--- src/rtl/regfile_mp_if.sv ---
// Bus bundle for regfile_mp: write port, NR read ports, scoreboard set port and status.
// Read handshake: re[i] is a one-cycle request with no back-pressure. rvalid[i] is high for exactly the cycle after an accepted request, with rdata/rbusy. Requests are dropped while init_done=0.
interface regfile_mp_if #(
    parameter int DW = 32,
    parameter int AW = 5,
    parameter int NR = 2
);
    logic             init_done;
    logic             state_dbg;
    logic             we;
    logic [AW-1:0]    waddr;
    logic [DW-1:0]    wdata;
    logic [NR-1:0]    re;
    logic [NR*AW-1:0] raddr;
    logic [NR*DW-1:0] rdata;
    logic [NR-1:0]    rvalid;
    logic [NR-1:0]    rbusy;
    logic             sb_set;
    logic [AW-1:0]    sb_addr;

    modport master (
        output we, waddr, wdata, re, raddr, sb_set, sb_addr,
        input  init_done, state_dbg, rdata, rvalid, rbusy
    );

    modport slave (
        input  we, waddr, wdata, re, raddr, sb_set, sb_addr,
        output init_done, state_dbg, rdata, rvalid, rbusy
    );
endinterface

--- src/rtl/regfile_mp.sv ---
// Multi-read-port register file with post-reset zero sweep, per-register busy scoreboard and r0 hardwired to zero.
// Optional same-cycle write-to-read bypass is compiled in with `define REGFILE_BYPASS_EN.
module regfile_mp #(
    parameter int DW    = 32,
    parameter int DEPTH = 32,
    parameter int AW    = $clog2(DEPTH),
    parameter int NR    = 2
) (
    input  logic         clk,
    input  logic         rst,
    regfile_mp_if.slave  bus
);
    typedef enum logic {
        ST_INIT = 1'b0,
        ST_RUN  = 1'b1
    } state_t;

    state_t           state, state_next;
    logic [AW-1:0]    cnt;
    logic [DW-1:0]    regs [DEPTH];
    logic [DEPTH-1:0] busy, busy_next;
    logic [AW-1:0]    ra      [NR];
    logic [DW-1:0]    rd_val  [NR];
    logic [NR-1:0]    rd_busy;
    logic             run, wr_en, sb_en;

    assign run           = (state == ST_RUN);
    assign wr_en         = run && bus.we && (bus.waddr != '0);
    assign sb_en         = run && bus.sb_set && (bus.sb_addr != '0);
    assign bus.init_done = run;
    assign bus.state_dbg = logic'(state);

    always_comb begin
        state_next = state;
        unique case (state)
            ST_INIT: if (cnt == AW'(DEPTH - 1)) state_next = ST_RUN;
            ST_RUN:  state_next = ST_RUN;
        endcase
    end

    always_ff @(posedge clk) begin
        if (!rst) begin
            state <= ST_INIT;
            cnt   <= '0;
        end else begin
            state <= state_next;
            if (state == ST_INIT) cnt <= cnt + 1'b1;
        end
    end

    // Storage has no reset of its own; the sweep zeroes one entry per INIT cycle.
    always_ff @(posedge clk) begin
        if (rst) begin
            if (state == ST_INIT) regs[cnt] <= '0;
            else if (wr_en)       regs[bus.waddr] <= bus.wdata;
        end
    end

    // A same-cycle set beats the writeback clear of the same register.
    always_comb begin
        busy_next = busy;
        if (wr_en) busy_next[bus.waddr]   = 1'b0;
        if (sb_en) busy_next[bus.sb_addr] = 1'b1;
    end

    always_ff @(posedge clk) begin
        if (!rst) busy <= '0;
        else      busy <= busy_next;
    end

    always_comb begin
        for (int i = 0; i < NR; i++) begin
            ra[i]      = bus.raddr[i*AW +: AW];
            rd_val[i]  = regs[ra[i]];
            rd_busy[i] = busy[ra[i]];
`ifdef REGFILE_BYPASS_EN
            if (wr_en && (bus.waddr == ra[i])) begin
                rd_val[i]  = bus.wdata;
                rd_busy[i] = sb_en && (bus.sb_addr == ra[i]);
            end
`endif
            if (ra[i] == '0) begin
                rd_val[i]  = '0;
                rd_busy[i] = 1'b0;
            end
        end
    end

    always_ff @(posedge clk) begin
        if (!rst) begin
            bus.rdata  <= '0;
            bus.rvalid <= '0;
            bus.rbusy  <= '0;
        end else begin
            for (int i = 0; i < NR; i++) begin
                if (run && bus.re[i]) begin
                    bus.rdata[i*DW +: DW] <= rd_val[i];
                    bus.rvalid[i]         <= 1'b1;
                    bus.rbusy[i]          <= rd_busy[i];
                end else begin
                    bus.rvalid[i] <= 1'b0;
                end
            end
        end
    end
endmodule
--- src/flat_wrapper.sv ---
// flat-port wrapper written by rule: the top's interface ports become plain ports
module regfile_mp_flat 
#(
    parameter int DW    = 32,
    parameter int DEPTH = 32,
    parameter int AW    = $clog2(DEPTH),
    parameter int NR    = 2
)
  (clk, rst, bus_we, bus_waddr, bus_wdata, bus_re, bus_raddr, bus_sb_set, bus_sb_addr, bus_init_done, bus_state_dbg, bus_rdata, bus_rvalid, bus_rbusy);
  regfile_mp_if #(.DW(DW), .AW(AW), .NR(NR)) bus_i ();
  input  logic clk;
  input  logic rst;
  input wire logic [$bits(bus_i.we)-1:0] bus_we;
  input wire logic [$bits(bus_i.waddr)-1:0] bus_waddr;
  input wire logic [$bits(bus_i.wdata)-1:0] bus_wdata;
  input wire logic [$bits(bus_i.re)-1:0] bus_re;
  input wire logic [$bits(bus_i.raddr)-1:0] bus_raddr;
  input wire logic [$bits(bus_i.sb_set)-1:0] bus_sb_set;
  input wire logic [$bits(bus_i.sb_addr)-1:0] bus_sb_addr;
  output wire logic [$bits(bus_i.init_done)-1:0] bus_init_done;
  output wire logic [$bits(bus_i.state_dbg)-1:0] bus_state_dbg;
  output wire logic [$bits(bus_i.rdata)-1:0] bus_rdata;
  output wire logic [$bits(bus_i.rvalid)-1:0] bus_rvalid;
  output wire logic [$bits(bus_i.rbusy)-1:0] bus_rbusy;
  assign bus_i.we = bus_we;
  assign bus_i.waddr = bus_waddr;
  assign bus_i.wdata = bus_wdata;
  assign bus_i.re = bus_re;
  assign bus_i.raddr = bus_raddr;
  assign bus_i.sb_set = bus_sb_set;
  assign bus_i.sb_addr = bus_sb_addr;
  assign bus_init_done = bus_i.init_done;
  assign bus_state_dbg = bus_i.state_dbg;
  assign bus_rdata = bus_i.rdata;
  assign bus_rvalid = bus_i.rvalid;
  assign bus_rbusy = bus_i.rbusy;
  regfile_mp #(.DW(DW), .DEPTH(DEPTH), .AW(AW), .NR(NR)) u_core (.clk(clk), .rst(rst), .bus(bus_i));
endmodule
--- config.mk ---
export PLATFORM = sky130hd
export DESIGN_NAME = regfile_mp_flat
export DESIGN_NICKNAME = d
export VERILOG_FILES = /design/src/rtl/regfile_mp_if.sv /design/src/rtl/regfile_mp.sv /design/src/flat_wrapper.sv
export SDC_FILE = /design/constraint.sdc
export NUM_CORES = 1
export LEC_CHECK = 0
export ABC_CLOCK_PERIOD_IN_PS = 5700
export BUFFER_PORTS_ARGS = -buffer_cell sky130_fd_sc_hd__buf_2
export CAP_MARGIN = 20
export CORE_ASPECT_RATIO = 1.5
export CORE_MARGIN = 2
export CORE_UTILIZATION = 50
export DETAILED_ROUTE_END_ITERATION = 16
export GPL_TIMING_DRIVEN = 0
export HOLD_SLACK_MARGIN = 0.12
export PLACE_DENSITY = 0.62
export SLEW_MARGIN = 20
export SYNTH_ARGS = -nofsm -noshare
export SYNTH_HDL_FRONTEND = slang
export SYNTH_SLANG_ARGS = --single-unit
--- constraint.sdc ---
create_clock -name clk -period 5.7 [get_ports clk]
set_clock_uncertainty 0.2 [all_clocks]
set_input_delay 0.57 -clock clk [delete_from_list [all_inputs] [get_ports clk]]
set_output_delay 0.57 -clock clk [all_outputs]
set_load 0.02 [all_outputs]
==> results of run 1 <==
==> worst max path at each step <==
stage                               endpoint  slack (ns)  depth (start not counted)
2_1_floorplan   u_core.regs[12][0]$_DFFE_PP_        0.96                          5
3_3_place_gp   u_core.regs[18][23]$_DFFE_PP_       -3.66                          6
3_5_place_dp   u_core.regs[30][12]$_DFFE_PP_        1.20                         10
4_1_cts         u_core.regs[30][9]$_DFFE_PP_        1.47                          9
5_1_grt        u_core.regs[30][10]$_DFFE_PP_        1.45                          9
6_report        u_core.regs[30][9]$_DFFE_PP_        1.44                          9
==> area by class of cell <==
type / instances / area share
Sequential cell: 1130 / 0.548
Multi-Input combinational cell: 1626 / 0.304
Clock buffer: 129 / 0.0481
Timing Repair Buffer: 316 / 0.0377
Tap cell: 1396 / 0.0291
Buffer: 245 / 0.0201
Clock inverter: 75 / 0.0123
Inverter: 4 / 0.000250
Antenna cell: 6 / 0.000250
==> tightest hold or removal path, stage by stage <==
cell	delay [ns]
clkbuf_1	0.23
nand4b_1	0.17
a21boi_0	0.07
==> layout by cell type (no fill, tap or decap), types with 35 or more instances in the layout <==
cell          n
a211oi_1     36
a221oi_1     43
a22o_1       66
a22oi_1      76
buf_2       207
buf_4       180
buf_6        40
clkbuf_1    108
clkbuf_16   110
dfxtp_1     106
edfxtp_1   1024
mux2_2       35
mux2i_1     386
mux4_2      353
nand2_1      68
nor2_1       46
o21ai_0      41
o22ai_1      89
==> metrics by stage <==
step | util | power [uW] | setup WS, ns | TNS, ns
after global placement | 0.524 | 10300 | -3.66 | -3007.42
after global routing | 0.577 | 18000 | 1.45 | 0
after floorplan | - | 9790 | 0.959 | 0
after CTS | 0.577 | 17700 | 1.47 | 0
final | 0.578 | 17700 | 1.44 | 0
after detailed placement | 0.541 | 10400 | 1.20 | 0
==> state kept, by name, summed over array words and instances (netlist names) <==
signal                count
u_core.bus.rdata         64
u_core.bus.rvalid         2
u_core.bus.rbusy          2
u_core.regs            1024
u_core.cnt                5
u_core.busy              32
u_core.bus.init_done      1
==> power breakdown <==
group          switching [uW]  total [uW]  internal, uW  leakage, uW
sequential               23.2        8970          8950      0.00938
clock                    3330        7500          4170      0.00178
combinational             882        1270           392      0.00850
==> layer usage <==
| layer | GRT usage | up-vias |
|---|---|---|
| li1 | - | 13547 |
| met4 | 0.254 | 8 |
| met5 | 0 | - |
| met2 | 0.628 | 3146 |
| met3 | 0.124 | 828 |
| met1 | 0.500 | 18647 |
==> what timing repair did <==
action | CTS | global route
buffers inserted | 0 | 0
hold buffers | 8 | 0
resized for setup | 0 | 0
endpoints found under the hold margin | 14 | 0
==> cell families after synthesis <==
family                     count (synthesis)  synth area share
xor gates and xnor gates                   2          0.000336
AOI/OAI and AO/OA                        554            0.0796
DFF                                     1130             0.631
buffers and inverters                    249            0.0229
and+or+nand+nor                          289            0.0289
adders and majority gates                  2          0.000480
muxes                                    779             0.237
==> flow_summary.ini, run 1 <==
[yosys]
synth.top_cells.by_area = edfxtp_1, mux4_2, mux2i_1
yosys.cell_types.count = 54
cell_area_after_synthesis_mm2 = 0.0521
synth-edff-count = 1024
synth-async-reset-ratio = 0
synth.ff_latch_count = 1130
yosysSeqAreaShare = 0.631
synth_top_cell_by_area = edfxtp_1
postSynthAreaPerCell_um2 = 17.3
synth.top_cell.area_share = 0.590
yosys_warnings = 0
synthesis.nets = 3065
postSynth.topFlopCell = edfxtp_1
post-synth-top-count-cell = edfxtp_1
top_cells_by_instance_count_after_synthesis = edfxtp_1, mux2i_1, mux4_2
synthesis.instances = 3005

[worst_hold_path]
holdCritPathClass = in -> reg
worst_hold_path.num_cells = 3
whs_endpoint = u_core.busy[15]$_SDFF_PN0_
worst_hold_startpoint = bus_sb_addr[2]

[floorplan]
die_w_um = 268
start_util = 0.502
fp.dieH_um = 399
io_pins = 128
core_region_area_mm2 = 0.104
core.rowCount = 145
floorplan.die_area_mm2 = 0.107

[grt]
maximum_number_of_pins_on_one_net_before_global_route_repair = 33
vias_in_the_first_global_route = 35096
grt.overflow.total = 0
grtUsageTotal = 0.406
grt_first_pass_wirelength_mm = 289
antenna_found_initial = 11

[detailed_routing]
final_antenna_net_count = 0
drt-initial-drc-count = 5978
wl_met3_mm = 27.3
via_count = 36176
detail_route.drc_violations = 0
m1WireLength_mm = 73.4
detailed_route_wire_length_per_cell_um = 43.8
via_per_inst = 7.34
highest_layer = met5
detail_route.wirelength_mm = 216
met2RoutedLength_mm = 98.5
drt_first_pass_iters = 9

[timing]
achievable-frequency_mhz = 235
hold_viol = 0
report.final.slew_viol_count = 0
tightestPinTransition_ns = 1.27
grt_setup_unrepaired = no
max_slew_margin = 0.154
timing.final.crit_period_ns = 4.26
fin_worst_hold_slack_ns = 0.183
setup-violations-final = 0
layout_worst_path_cycle_share = 0.747

[setup_path]
setup.worst_path.class = reg -> reg
worst_setup_path_end_kind = flip-flop
crit_fanout = 10
worstPathBufferInverterCount = 6
r2r_cells = 9
cp-start-kind = flip-flop
cpLargestDelayFamily = buffers and inverters
timing.critical_path.slowest_stage_cell = nor3_2
worst_path_required_time_ns = 5.94
critical_path.reg2reg.startpoint = u_core.bus.init_done$_SDFF_PN0_
worstPathArrival_ns = 4.49
critical_path.max_stage_delay_ns = 0.77
r2r-end = u_core.regs[30][9]$_DFFE_PP_
reg2reg_setup_slack_ns = 1.44
worstSetupStartpoint = u_core.bus.init_done$_SDFF_PN0_
crit_path_frequent_cell = buf_4
path_cells = clkbuf_1 > o2111a_1 > mux2_2 > nor3_2 > buf_4 > buf_4 > buf_6 > buf_4 > buf_4

[clock_network]
worst_skew_pair.late_latency_ns = 0.75
cts_made_buffers = 108
cts_sinks = 1130
cts.path.max_buffers = 3
tritoncts = yes
clockRootBuffer = clkbuf_16
htreeDepth = 3
cts.clk_slew.worst_paths_ns = 0.07

[layout]
layout-drive-gt1-share = 0.310
n_fill_cell = 8038
layout.nets = 3491
layout.area.seq_mm2 = 0.0329
final_design_area_no_fill_mm2 = 0.0599
multi_input_comb_area_mm2 = 0.0182
area_growth_pct = 15.1
finish.cell_count_without_fillers = 4927

[pwr]
power.ir.vdd_worst_uv = 245
cellPowerDensity_mw_per_mm2 = 296
power_leakage_uw = 0.0197

[place]
place_hpwl_mm = 159
placement.io_buffers = 117
dpl-instance-area_mm2 = 0.0562
place_congestion = 0.967
dp.cells = 4707

[flow_run]
max-cap-violations = 0

[run_status]
outcome = finished, final reports clean
Power figures use the tool's default switching activity.
==> run 2: changes to the inputs <==
--- a/config.mk
+++ b/config.mk
@@ -5,7 +5,7 @@
 export SDC_FILE = /design/constraint.sdc
 export NUM_CORES = 1
 export LEC_CHECK = 0
-export ABC_CLOCK_PERIOD_IN_PS = 5700
+export ABC_CLOCK_PERIOD_IN_PS = 3940
 export BUFFER_PORTS_ARGS = -buffer_cell sky130_fd_sc_hd__buf_2
 export CAP_MARGIN = 20
 export CORE_ASPECT_RATIO = 1.5
==> constraint.sdc (replaced) <==
create_clock -name clk -period 3.94 [get_ports clk]
set_clock_uncertainty 0.2 [all_clocks]
set_input_delay 0.394 -clock clk [delete_from_list [all_inputs] [get_ports clk]]
set_output_delay 0.394 -clock clk [all_outputs]
set_load 0.02 [all_outputs]
==> run 2 against run 1 <==
  * Sequential power rose by 45%
  * Die area stayed put
  * Critical endpoint is now u_core.regs[1][5]$_DFFE_PP_
  * Hold slack worse by 0.051 ns
==> flow_summary.ini, run 2 (synthesized netlist as in run 1, its figures left out) <==
[setup_path]
cp-start-kind = primary input
worst_path_required_time_ns = 4.19
reg2reg_setup_slack_ns = 0.19
r2r_cells = 10
crit_fanout = 10
r2r-end = u_core.regs[24][6]$_DFFE_PP_
worst_setup_path_end_kind = flip-flop
worstPathArrival_ns = 4.18
critical_path.reg2reg.startpoint = u_core.bus.init_done$_SDFF_PN0_
setup.worst_path.class = in -> reg

[place]
dpl-instance-area_mm2 = 0.0563
place_hpwl_mm = 158
dp.cells = 4672
place_congestion = 0.988
pre_cts_ws_ns = -0.634
placement.io_buffers = 117

[floorplan]
io_pins = 128
core_region_area_mm2 = 0.104
core.rowCount = 145
start_util = 0.502
die_w_um = 268
floorplan.die_area_mm2 = 0.107
fp.dieH_um = 399

[worst_hold_path]
whs_endpoint = u_core.regs[16][12]$_DFFE_PP_
worst_hold_startpoint = bus_wdata[12]
holdCritPathClass = in -> reg
worst_hold_path.num_cells = 2

[clock_network]
worst_skew_pair.late_latency_ns = 0.75
cts.path.max_buffers = 3
cts_sinks = 1130
cts_made_buffers = 107
tritoncts = yes
cts.clk_slew.worst_paths_ns = 0.07
htreeDepth = 3
clockRootBuffer = clkbuf_16

[layout]
commonest_non_fill_non_tap_cells_in_the_layout = edfxtp_1, mux2i_1, mux4_2, buf_2, buf_4
layout.nets = 3470
registers.top_by_ff_count = u_core.regs
reg.largest.list = u_core.regs x1024, u_core.bus.rdata x64, u_core.busy x32
flip_flop_count_of_the_largest_register_all_copies_and_words_added = 1024
layout-drive-gt1-share = 0.301
finish.cell_count_without_fillers = 4899
area_growth_pct = 15.9
final_design_area_no_fill_mm2 = 0.0604
mostFrequentLayoutCell = edfxtp_1

[grt]
grt.overflow.total = 0
grtUsageTotal = 0.409
antenna_found_initial = 10
grt_first_pass_wirelength_mm = 291
maximum_number_of_pins_on_one_net_before_global_route_repair = 33
vias_in_the_first_global_route = 34818

[timing]
grt_setup_unrepaired = no
tightestPinTransition_ns = 1.26
post-route-worst-setup-slack_ns = 0.0109
hold_viol = 0
fin_setup_tns_ns = 0
timing.final.crit_period_ns = 3.93
achievable-frequency_mhz = 255
report.final.slew_viol_count = 0
max_slew_margin = 0.160
layout_worst_path_cycle_share = 0.997
setup-violations-final = 0

[detailed_routing]
detailed_route_wire_length_per_cell_um = 44.4
via_per_inst = 7.33
via_count = 35908
drt-initial-drc-count = 6041
drt_first_pass_iters = 7
detail_route.wirelength_mm = 218
final_antenna_net_count = 0
detail_route.drc_violations = 0

[flow_run]
max-cap-violations = 0

[pwr]
power.ir.vdd_worst_uv = 397
cellPowerDensity_mw_per_mm2 = 435
power_leakage_uw = 0.0198

[run_status]
outcome = finished, final reports clean
## run 2: how the worst max path moves through the flow
stage / startpoint / endpoint / slack [ns] / cells past startpoint
final: bus_waddr[4] / u_core.regs[1][5]$_DFFE_PP_ / 0.01 / 11
after global routing: bus_waddr[4] / u_core.regs[13][7]$_DFFE_PP_ / 0.05 / 12
after CTS: bus_waddr[4] / u_core.regs[1][5]$_DFFE_PP_ / 0.10 / 11
after detailed placement: bus_raddr[7] / u_core.bus.rdata[52]$_SDFFE_PN0P_ / -0.63 / 7
after global placement: bus_waddr[4] / u_core.regs[1][5]$_DFFE_PP_ / -5.09 / 6
after floorplan: bus_waddr[4] / u_core.regs[12][0]$_DFFE_PP_ / -0.62 / 5
## run 2: cell type report
type	count	area (um^2)
clock inverters	74	988
fillers	8043	43400
flip-flops and latches	1130	32900
multi-input cells	1626	18300
plain buffers	245	1210
well taps	1396	1750
diodes	1	2.50
inverters	4	15.0
clock buffers	127	2800
repair buffers	296	2410
## run 2: timing repair
item / CTS / global route
setup buffers: 0 / 0
hold buffers: 25 / 0
resized for setup: 10 / 0
endpoints found under the hold margin: 35 / 0
setup endpoints to repair: 391 / 0
## run 2: report_power, final
group	switching (uW)	internal, uW	leakage (uW)	total (uW)
logic	1290	568	0.00861	1860
clock network	4840	6600	0.00184	11400
registers	33.0	12900	0.00938	13000
## run 2: critical path: stages
cell and delay [ns]:
dlygate4sd3_1 0.53, buf_2 0.17, or4_1 0.55, o2111a_1 0.35
buf_6 0.23, mux2i_4 0.29, nor3_2 0.73, buf_4 0.34
buf_4 0.23, buf_4 0.17, buf_4 0.20
## run 2: layer usage
layer  up-vias  wire length (um)  track usage
met3       745             28500        0.137
met1     18518             74200        0.505
met5         -                75            0
li1      13501                 -            -
met2      3132             97700        0.619
met4        12             17200        0.265
## run 2: through the flow
stage          total power [uW]   util  hold slack [ns]
2_1_floorplan             14200      -            0.247
3_3_place_gp              15000  0.525            0.275
3_5_place_dp              15000  0.542            0.277
4_1_cts                   26100  0.581            0.148
5_1_grt                   26600  0.582            0.168
6_report                  26300  0.582            0.132
